$ cat src/rtl/irrigation_pkg.sv
// Shared types, error codes and zone-selection helpers for the irrigation zone sequencer.
package irrigation_pkg;

  typedef enum logic [2:0] {
    ST_IDLE  = 3'd0,
    ST_FILL  = 3'd1,
    ST_WATER = 3'd2,
    ST_NEXT  = 3'd3,
    ST_CLEAN = 3'd4,
    ST_ERROR = 3'd5
  } state_t;

  localparam logic [1:0] ERR_NONE   = 2'd0;
  localparam logic [1:0] ERR_EXT    = 2'd1;
  localparam logic [1:0] ERR_FILL   = 2'd2;
  localparam logic [1:0] ERR_SENSOR = 2'd3;

  localparam int MAX_ZONES = 8;

  // Bit offset of a zone's duration field inside the packed zone_time bus.
  function automatic int zone_lsb(input int idx, input int width);
    return idx * width;
  endfunction

  // Lowest candidate zone at or above 'from'; result is {found, index}.
  function automatic logic [3:0] pick_zone(input logic [MAX_ZONES-1:0] cand,
                                           input logic [3:0] from);
    logic [3:0] res;
    res = 4'b0000;
    for (int i = MAX_ZONES - 1; i >= 0; i--) begin
      if (cand[i] && (i >= int'(from))) res = {1'b1, 3'(i)};
    end
    return res;
  endfunction

endpackage

$ cat src/rtl/zone_timer.sv
// Loadable down-counter with hold; expire flags the final counting cycle (count == 1).
module zone_timer #(
  parameter int W = 16
) (
  input  logic         clk,
  input  logic         rst,
  input  logic         load,
  input  logic         en,
  input  logic [W-1:0] load_val,
  output logic         expire
);

  logic [W-1:0] count_q;

  always_ff @(posedge clk) begin
    if (rst) begin
      count_q <= '0;
    end else if (load) begin
      count_q <= load_val;
    end else if (en && (count_q != '0)) begin
      count_q <= count_q - W'(1);
    end
  end

  assign expire = (count_q == W'(1));

endmodule

$ cat src/rtl/irrigation_zone_sequencer.sv
// Multi-zone irrigation sequencer: fill tank, water enabled zones in order, refill/resume,
// optional timed cleaning and latched error reporting. Outputs are decoded from registers only.
module irrigation_zone_sequencer
  import irrigation_pkg::*;
#(
  parameter int NUM_ZONES    = 4,
  parameter int TIMER_W      = 16,
  parameter int FILL_TIMEOUT = 1000,
  parameter int CLEAN_CYCLES = 50
) (
  input  logic                         Clock,
  input  logic                         Reset,
  input  logic                         H,
  input  logic                         M,
  input  logic                         L,
  input  logic                         E,
  input  logic                         err_clr,
  input  logic                         start,
  input  logic                         clean_req,
  input  logic [NUM_ZONES-1:0]         zone_enable,
  input  logic [NUM_ZONES-1:0]         zone_mode,
  input  logic [NUM_ZONES-1:0]         zone_agro,
  input  logic [NUM_ZONES*TIMER_W-1:0] zone_time,
  output logic                         S_Enchendo,
  output logic                         S_Aspersao,
  output logic                         S_Agro,
  output logic                         S_Gotejamento,
  output logic                         S_Limpeza,
  output logic                         S_Erro,
  output logic [NUM_ZONES-1:0]         zone_valve,
  output logic [2:0]                   cur_zone,
  output logic                         busy,
  output logic                         done,
  output logic [1:0]                   err_code
);

  state_t               state_q, state_d;
  logic [2:0]           cur_zone_q, zone_d;
  logic                 resume_q, resume_d;
  logic                 clean_flag_q, clean_entry;
  logic                 done_q, done_d;
  logic [1:0]           err_code_q, err_d;
  logic [MAX_ZONES-1:0] qual, mode_in, agro_in, mode_q, agro_q;
  logic [TIMER_W-1:0]   times [MAX_ZONES];
  logic [3:0]           first_pick, next_pick;
  logic                 start_ok, fault, load_water;
  logic                 water_last, fill_last, clean_last;
  logic [1:0]           fault_code;
  logic                 in_water;

  // Zone inputs padded to eight entries so the search and indexing are width-independent.
  for (genvar g = 0; g < MAX_ZONES; g++) begin : g_zone
    if (g < NUM_ZONES) begin : g_real
      assign times[g]   = zone_time[zone_lsb(g, TIMER_W) +: TIMER_W];
      assign qual[g]    = zone_enable[g] && (times[g] != '0);
      assign mode_in[g] = zone_mode[g];
      assign agro_in[g] = zone_agro[g];
    end else begin : g_pad
      assign times[g]   = '0;
      assign qual[g]    = 1'b0;
      assign mode_in[g] = 1'b0;
      assign agro_in[g] = 1'b0;
    end
  end

  assign first_pick = pick_zone(qual, 4'd0);
  assign next_pick  = pick_zone(qual, {1'b0, cur_zone_q} + 4'd1);
  assign start_ok   = start && first_pick[3];
  assign fault      = E || (H && !M) || (M && !L);
  assign fault_code = E ? ERR_EXT : ERR_SENSOR;

  zone_timer #(.W(TIMER_W)) u_water_timer (
    .clk      (Clock),
    .rst      (Reset),
    .load     (load_water),
    .en       (state_q == ST_WATER),
    .load_val (times[zone_d]),
    .expire   (water_last)
  );

  // Fill and clean timers preload while idle in other states so entry starts a full count.
  zone_timer #(.W(TIMER_W)) u_fill_timer (
    .clk      (Clock),
    .rst      (Reset),
    .load     (state_q != ST_FILL),
    .en       (state_q == ST_FILL),
    .load_val (TIMER_W'(FILL_TIMEOUT)),
    .expire   (fill_last)
  );

  zone_timer #(.W(TIMER_W)) u_clean_timer (
    .clk      (Clock),
    .rst      (Reset),
    .load     (state_q != ST_CLEAN),
    .en       (state_q == ST_CLEAN),
    .load_val (TIMER_W'(CLEAN_CYCLES)),
    .expire   (clean_last)
  );

  always_comb begin
    state_d     = state_q;
    zone_d      = cur_zone_q;
    resume_d    = resume_q;
    err_d       = err_code_q;
    load_water  = 1'b0;
    done_d      = 1'b0;
    clean_entry = 1'b0;
    case (state_q)
      ST_IDLE: begin
        if (start_ok || clean_flag_q) begin
          if (fault) begin
            state_d = ST_ERROR;
            err_d   = fault_code;
          end else if (start_ok) begin
            state_d  = ST_FILL;
            zone_d   = first_pick[2:0];
            resume_d = 1'b0;
          end else begin
            state_d     = ST_CLEAN;
            clean_entry = 1'b1;
          end
        end
      end
      ST_FILL: begin
        if (fault) begin
          state_d = ST_ERROR;
          err_d   = fault_code;
        end else if (H) begin
          state_d    = ST_WATER;
          load_water = !resume_q;
          resume_d   = 1'b0;
        end else if (fill_last) begin
          state_d = ST_ERROR;
          err_d   = ERR_FILL;
        end
      end
      ST_WATER: begin
        if (fault) begin
          state_d = ST_ERROR;
          err_d   = fault_code;
        end else if (water_last) begin
          state_d = ST_NEXT;
        end else if (!L) begin
          state_d  = ST_FILL;
          resume_d = 1'b1;
        end
      end
      ST_NEXT: begin
        if (fault) begin
          state_d = ST_ERROR;
          err_d   = fault_code;
        end else if (next_pick[3]) begin
          zone_d   = next_pick[2:0];
          resume_d = 1'b0;
          if (L) begin
            state_d    = ST_WATER;
            load_water = 1'b1;
          end else begin
            state_d = ST_FILL;
          end
        end else begin
          done_d = 1'b1;
          zone_d = 3'd0;
          if (clean_flag_q) begin
            state_d     = ST_CLEAN;
            clean_entry = 1'b1;
          end else begin
            state_d = ST_IDLE;
          end
        end
      end
      ST_CLEAN: begin
        if (fault) begin
          state_d = ST_ERROR;
          err_d   = fault_code;
        end else if (clean_last) begin
          state_d = ST_IDLE;
        end
      end
      ST_ERROR: begin
        if (err_clr && !E) begin
          state_d  = ST_IDLE;
          err_d    = ERR_NONE;
          zone_d   = 3'd0;
          resume_d = 1'b0;
        end
      end
      default: begin
        state_d = ST_IDLE;
      end
    endcase
  end

  always_ff @(posedge Clock) begin
    if (Reset) begin
      state_q      <= ST_IDLE;
      cur_zone_q   <= 3'd0;
      resume_q     <= 1'b0;
      clean_flag_q <= 1'b0;
      done_q       <= 1'b0;
      err_code_q   <= ERR_NONE;
      mode_q       <= '0;
      agro_q       <= '0;
    end else begin
      state_q    <= state_d;
      cur_zone_q <= zone_d;
      resume_q   <= resume_d;
      done_q     <= done_d;
      err_code_q <= err_d;
      mode_q     <= mode_in;
      agro_q     <= agro_in;
      if (clean_req) begin
        clean_flag_q <= 1'b1;
      end else if (clean_entry) begin
        clean_flag_q <= 1'b0;
      end
    end
  end

  assign in_water = (state_q == ST_WATER);

  for (genvar g = 0; g < NUM_ZONES; g++) begin : g_valve
    assign zone_valve[g] = in_water && (cur_zone_q == 3'(g));
  end

  assign S_Enchendo    = (state_q == ST_FILL);
  assign S_Aspersao    = in_water && mode_q[cur_zone_q];
  assign S_Agro        = in_water && mode_q[cur_zone_q] && agro_q[cur_zone_q];
  assign S_Gotejamento = in_water && !mode_q[cur_zone_q];
  assign S_Limpeza     = (state_q == ST_CLEAN);
  assign S_Erro        = (state_q == ST_ERROR);
  assign cur_zone      = cur_zone_q;
  assign busy          = (state_q != ST_IDLE);
  assign done          = done_q;
  assign err_code      = err_code_q;

endmodule

$ cat config.mk
export PLATFORM = sky130hd
export DESIGN_NAME = irrigation_zone_sequencer
export DESIGN_NICKNAME = d
export VERILOG_FILES = /design/src/rtl/irrigation_pkg.sv /design/src/rtl/zone_timer.sv /design/src/rtl/irrigation_zone_sequencer.sv
export SDC_FILE = /design/constraint.sdc
export NUM_CORES = 1
export LEC_CHECK = 0
export CAP_MARGIN = 20
export CORE_MARGIN = 2
export CORE_UTILIZATION = 53
export DETAILED_ROUTE_END_ITERATION = 10
export GPL_TIMING_DRIVEN = 0
export PLACE_DENSITY = 0.82
export SLEW_MARGIN = 20
export SYNTH_ARGS = -nofsm -noshare
export SYNTH_HDL_FRONTEND = slang
export SYNTH_HIERARCHICAL = 1
export SYNTH_SLANG_ARGS = --single-unit
$ cat constraint.sdc
create_clock -name Clock -period 3.2 [get_ports Clock]
set_input_delay 0.32 -clock Clock [delete_from_list [all_inputs] [get_ports Clock]]
set_output_delay 0.32 -clock Clock [all_outputs]
set_load 0.05 [all_outputs]
==> impl_metrics.json, run 1 <==
{
  "syn_area_mm2": 0.00503,
  "ys_types": 77,
  "num_vias": 5669,
  "htree_levels": 3,
  "synth_edf_count": 0,
  "grt-ovfl-total": 0,
  "drive_above_1_share": 0.102,
  "met2_usage": 0.505,
  "ys_warn_count": 6,
  "ir_drop_mv": 0.256,
  "n_fill_cell": 734,
  "hold_class": "reg -> reg",
  "cts_tree": "built",
  "p_leak_uw": 0.00247,
  "place_congestion": 1.01,
  "grt_use_met3": 0.0718,
  "tritoncts.num_buffers": 9,
  "grt_pass1_vias": 5232,
  "finalClockSkew_ps": 10.5,
  "viasPerCell": 6.33,
  "multi_input_area_mm2": 0.00363,
  "hpwl_um": 12300,
  "syn2layout_area_growth_pct": 32.4,
  "yosys.area.top_type": "dfxtp_1",
  "die-height_um": 101,
  "synth_top_area_frac": 0.267,
  "cp_max_fo": 10,
  "start_util": 0.544,
  "nNetsFinal": 861,
  "coreArea_mm2": 0.00924,
  "cts_sinks": 67,
  "grtUsageMet1": 0.399,
  "dp_worst_setup_slack_ps": -418,
  "clk_pin_slew_ps": 70,
  "arrival_ps": 3400,
  "grtUsageTotal": 0.307,
  "reg2reg_slack_ps": 90,
  "startpoint_type": "input pin",
  "firstDrtPassIters": 5,
  "ys.flop_type": "dfxtp_1",
  "dieWidth_um": 101,
  "cap_violations": 0,
  "synthArstFlopShare": 0,
  "synthCells": 617,
  "synth-seq-cells": 67,
  "seq_area_mm2": 0.00134,
  "wirelength_um": 16200,
  "syn_area_per_cell_um2": 8.15,
  "grt_pass1_wl_um": 25300,
  "worst_slack_ps": 34.7,
  "status": "finished clean",
  "root_buffer": "clkbuf_8",
  "worst_pin_slew_ps": 692,
  "clk_latency_ps": 340,
  "diodes": 0,
  "fmax_mhz": 316,
  "period_share": 0.989,
  "antenna_left": 0,
  "grt-busiest-layer": "met2",
  "grt_max_degree": 13,
  "antenna_found_initial": 0,
  "row_count": 35,
  "drtIter0Drc": 298,
  "seq_area_frac_synth": 0.267,
  "end_kind": "flip-flop",
  "period_minus_slack_ps": 3170,
  "critPathKind": "in -> reg",
  "dieArea_mm2": 0.0103,
  "drc": 0,
  "hold_viol_final": 0,
  "relSlewSlack": 0.537,
  "setup_violations": 0,
  "required_ps": 3430,
  "avgRoutedWirePerCell_um": 18.1,
  "io_pins": 102,
  "hold_slack_ps": 470,
  "place.port_buffers": 101,
  "clk_path_buf_depth": 2,
  "slew_violations": 0,
  "synthTopCellsByArea": "dfxtp_1, mux2i_1, nor2_1, a311oi_1, nor4_1",
  "power_density_mw_per_mm2": 464
}
## placed cells by master (no fill, tap or decap), types with 12 or more instances in the layout
master	count
o22ai_1	18
mux2i_1	35
nand4_1	14
nor4_1	23
nand2_1	33
nor3_1	18
conb_1	32
nor2_1	63
clkbuf_1	17
a21oi_1	15
inv_1	26
clkbuf_8	12
or3_1	18
ha_1	13
dfxtp_1	65
clkdlybuf4s50_1	97
a311oi_1	25
o21ai_0	18
or4_1	19
nor2b_1	18
## cell usage after synthesis (4+ instances only)
master and instances:
a211oi_1 7, nor3_1 18, and3_1 11, nor2b_1 18
or4b_2 4, or3_1 18, or3b_2 6, a21oi_1 17
a311oi_1 25, a311o_1 9, nand3_1 11, o21ai_0 18
dfxtp_1 67, ha_1 13, nand2b_1 7, or4_1 19
nor4_1 30, o31ai_1 7, buf_2 5, a2111oi_0 4
buf_6 4, clkbuf_1 18, buf_4 4, mux2i_1 35
o22ai_1 18, a31oi_1 5, nand2_1 34, inv_1 26
o2111a_1 4, or2_2 4, nand4_1 14, nor3b_1 6
nor2_1 63
## per-stage QoR
stage                util  power [uW]  instances  cell area (um2)  TNS (ps)
CTS                 0.707        3060        891             6530         0
global route        0.721        3260        895             6660      -398
floorplan               -        1920        647             5140         0
detailed placement  0.684        2330        877             6320     -4790
global placement    0.684        2280        877             6320     -4200
finish              0.721        3090        895             6660         0
## worst max-delay path, stage by stage
cell	delay, ps
clkdlybuf4s50_1	430
nor4_1	480
a41oi_1	330
or2_0	310
a32o_1	270
a32o_1	230
buf_6	140
buf_6	150
mux2i_1	240
o22ai_1	160
a311o_1	320
## flip-flops by register name, summed over array words and instances (netlist names)
name                   count
u_water_timer/count_q     16
mode_q                     4
resume_q                   1
state_q                    3
clean_flag_q               1
agro_q                     4
done                       1
err_code                   2
u_clean_timer/count_q     16
u_fill_timer/count_q      16
cur_zone                   3
## routing by layer
metal  vias up  wire length (um)  part of all wire
met2       244              7770              0.48
met4         0               374             0.023
met5         -                 0                 0
li1       2689                 -                 -
met1      2695              6900              0.43
met3        41              1170             0.072
## worst paths after layout
check,startpoint,end,depth (start not counted)
worst max-delay path,zone_time[32],u_water_timer/count_q[10]$_SDFFE_PP0P_,11
worst min-delay path,resume_q$_SDFFE_PP0P_,resume_q$_SDFFE_PP0P_,2
worst max register to register,state_q[2]$_SDFFE_PP0P_,u_clean_timer/count_q[14]$_SDFFE_PP0P_,8
worst min register to register,resume_q$_SDFFE_PP0P_,resume_q$_SDFFE_PP0P_,2
## logic make-up after synthesis
logic type,Yosys count,synth area share
mux,37,0.0786
fa+ha+maj,13,0.0323
compound gates,151,0.238
other cells,2,0.00149
xor+xnor,4,0.00696
flops,67,0.267
buf+inv,60,0.0550
simple gates,283,0.321
## where the power goes
group          leakage, uW  internal (uW)  switching [uW]  total (uW)
Combinational      0.00181            522             759        1280
Clock             0.000104            414             313         727
Sequential        0.000554            947             137        1080
Total              0.00247           1880            1210        3090
## repair_timing
action | 4_1_cts | 5_1_grt
pin swaps | 0 | 2
buffers inserted | 0 | 4
resized for setup | 4 | 20
endpoints found under the setup margin | 11 | 21
hold buffers | 0 | 0
## area by class of cell
type                            count  share of cell area
Buffer                             32              0.0259
Clock buffer                       12              0.0248
Clock inverter                      2             0.00526
Inverter                           28              0.0158
Multi-Input combinational cell    520               0.545
Sequential cell                    67               0.202
Tap cell                          129              0.0242
Timing Repair Buffer              105               0.158
Note: power is estimated with default switching activity, not from simulation.
==> inputs of run 2 (changes only) <==
Settings changed: CORE_UTILIZATION 53 to 62, CTS_BUF_LIST set to sky130_fd_sc_hd__clkbuf_8, DONT_BUFFER_PORTS set to 1, GPL_TIMING_DRIVEN 0 to not set, PLACE_DENSITY 0.82 to 0.78.
==> impl_metrics.json, run 2 (synthesis gave the netlist of run 1 again) <==
{
  "grt_max_degree": 66,
  "clk_pin_slew_ps": 80,
  "num_vias": 5252,
  "grt_pass1_wl_um": 24400,
  "worst_pin_slew_ps": 700,
  "top_regs": "u_clean_timer/count_q (16), u_fill_timer/count_q (16), u_water_timer/count_q (16)",
  "clk_latency_ps": 350,
  "m1WireLength_um": 6130,
  "viasPerCell": 6.93,
  "syn2layout_area_growth_pct": 9.48,
  "wl_met3_um": 1260,
  "hold_viol_final": 0,
  "cp_max_fo": 10,
  "power_density_mw_per_mm2": 532,
  "antenna_left": 0,
  "path_common_cell": "ha_1",
  "dieWidth_um": 94.1,
  "grtUsageTotal": 0.343,
  "root_buffer": "clkbuf_8",
  "antenna_found_initial": 0,
  "drtIter0Drc": 298,
  "hpwl_um": 10900,
  "rsz0062_at_grt": "false",
  "ir_drop_mv": 0.346,
  "period_minus_slack_ps": 2940,
  "wirelength_um": 14700,
  "finalClockSkew_ps": 11.5,
  "firstDrtPassIters": 5,
  "met2_length_um": 6840,
  "cts_tree": "built",
  "drc": 0,
  "cts_sinks": 67,
  "final_cell_mix": "dfxtp_1, nor2_1, mux2i_1",
  "period_share": 0.920,
  "startpoint_type": "flip-flop",
  "slew_violations": 0,
  "row_count": 32,
  "grt_pass1_vias": 5137,
  "drive_above_1_share": 0.111,
  "place_congestion": 1.05,
  "clk_path_buf_depth": 2,
  "grt-ovfl-total": 0,
  "n_fill_cell": 660,
  "p_leak_uw": 0.00201,
  "arrival_ps": 3190,
  "htree_levels": 3,
  "tritoncts.num_buffers": 9,
  "cts_setup_buffers": 0,
  "top_layer_used": "met4",
  "slowest_delay_ps": 340,
  "io_pins": 102,
  "final_cells": 758,
  "coreArea_mm2": 0.00781,
  "die-height_um": 94.1,
  "required_ps": 3440,
  "relSlewSlack": 0.532,
  "dp_cells": 742,
  "end_kind": "flip-flop",
  "worstPathCellList": "buf_4 > ha_1 > ha_1 > nand2_1 > a31oi_1 > nand3_1 > a21oi_1 > clkinv_1 > and3_1 > o31a_1 > a311o_1",
  "hold_class": "in -> reg",
  "status": "finished clean",
  "diodes": 0,
  "start_util": 0.644,
  "setup_violations": 0,
  "nNetsFinal": 749,
  "avgRoutedWirePerCell_um": 19.4,
  "cap_violations": 0,
  "final_common_cell": "dfxtp_1",
  "crit_slowest_cell": "dfxtp_1",
  "fmax_mhz": 340,
  "holdBufCountCts": 0,
  "critPathKind": "reg -> reg",
  "dieArea_mm2": 0.00885,
  "fin_tns_setup_ps": 0,
  "place.port_buffers": 0,
  "post_cts_resize_count": 0
}
## run 2: changes by cell type in the layout (fill, tap and decap cells not counted), sizes merged
cell / before / now
buf: 19 / 25
clkbuf: 29 / 9
clkdlybuf4s50: 97 / 0
dlymetal6s2s: 4 / 0
clkinvlp: 0 / 2
clkinv: 3 / 2
inv: 26 / 30
## run 2: path summary, 6_finish.rpt
| path | from | to | slack, ps | cells after the start |
|---|---|---|---|---|
| setup / recovery | cur_zone[0]$_SDFF_PP0_ | u_water_timer/count_q[10]$_SDFFE_PP0P_ | 260 | 11 |
| hold / removal | Reset | u_fill_timer/count_q[14]$_SDFFE_PP0P_ | 30 | 1 |
| setup reg to reg | cur_zone[0]$_SDFF_PP0_ | u_water_timer/count_q[10]$_SDFFE_PP0P_ | 260 | 11 |
| hold reg to reg | resume_q$_SDFFE_PP0P_ | resume_q$_SDFFE_PP0P_ | 510 | 2 |
## run 2: area by class of cell
cell class / count / area [um2] / share of cell area
clock buffers: 9 / 124 / 0.0225
flip-flops and latches: 67 / 1340 / 0.244
multi-input cells: 520 / 3530 / 0.640
inverters: 28 / 105 / 0.0191
well taps: 102 / 128 / 0.0232
clock inverters: 7 / 82.6 / 0.0150
repair buffers: 25 / 200 / 0.0363
## run 2: power breakdown
| group | leakage [uW] | internal (uW) | switching, uW |
|---|---|---|---|
| logic | 0.00136 | 405 | 638 |
| clock network | 0.0000988 | 373 | 383 |
| registers | 0.000553 | 946 | 181 |
| total | 0.00201 | 1720 | 1200 |
## run 2: worst max-delay path: cells and delay by family, from the launching register on
| family | cells | cell delay (ps) |
|---|---|---|
| buffers and inverters | 2 | 490 |
| AOI/OAI and AO/OA | 4 | 990 |
| adders and majority gates | 2 | 490 |
| and+or+nand+nor | 3 | 530 |
| DFF | 1 | 340 |
## run 2: routing by layer
layer | vias to the layer above | track usage
met2 | 277 | 0.550
met3 | 59 | 0.0803
met1 | 2450 | 0.441
li1 | 2466 | -
met5 | - | 0
met4 | 0 | 0.146
## run 2: through the flow
step                      instance area, um2  hold slack [ps]  utilization  total power [uW]  worst slack (ps)
after floorplan                         5140              392            -              1920              36.5
after global placement                  5300              398        0.679              2120               271
after detailed placement                5300              400        0.679              2160               212
after CTS                               5510             12.4        0.705              2920               321
after global routing                    5510             19.7        0.705              3100              90.5
final                                   5510             25.1        0.705              2930               256
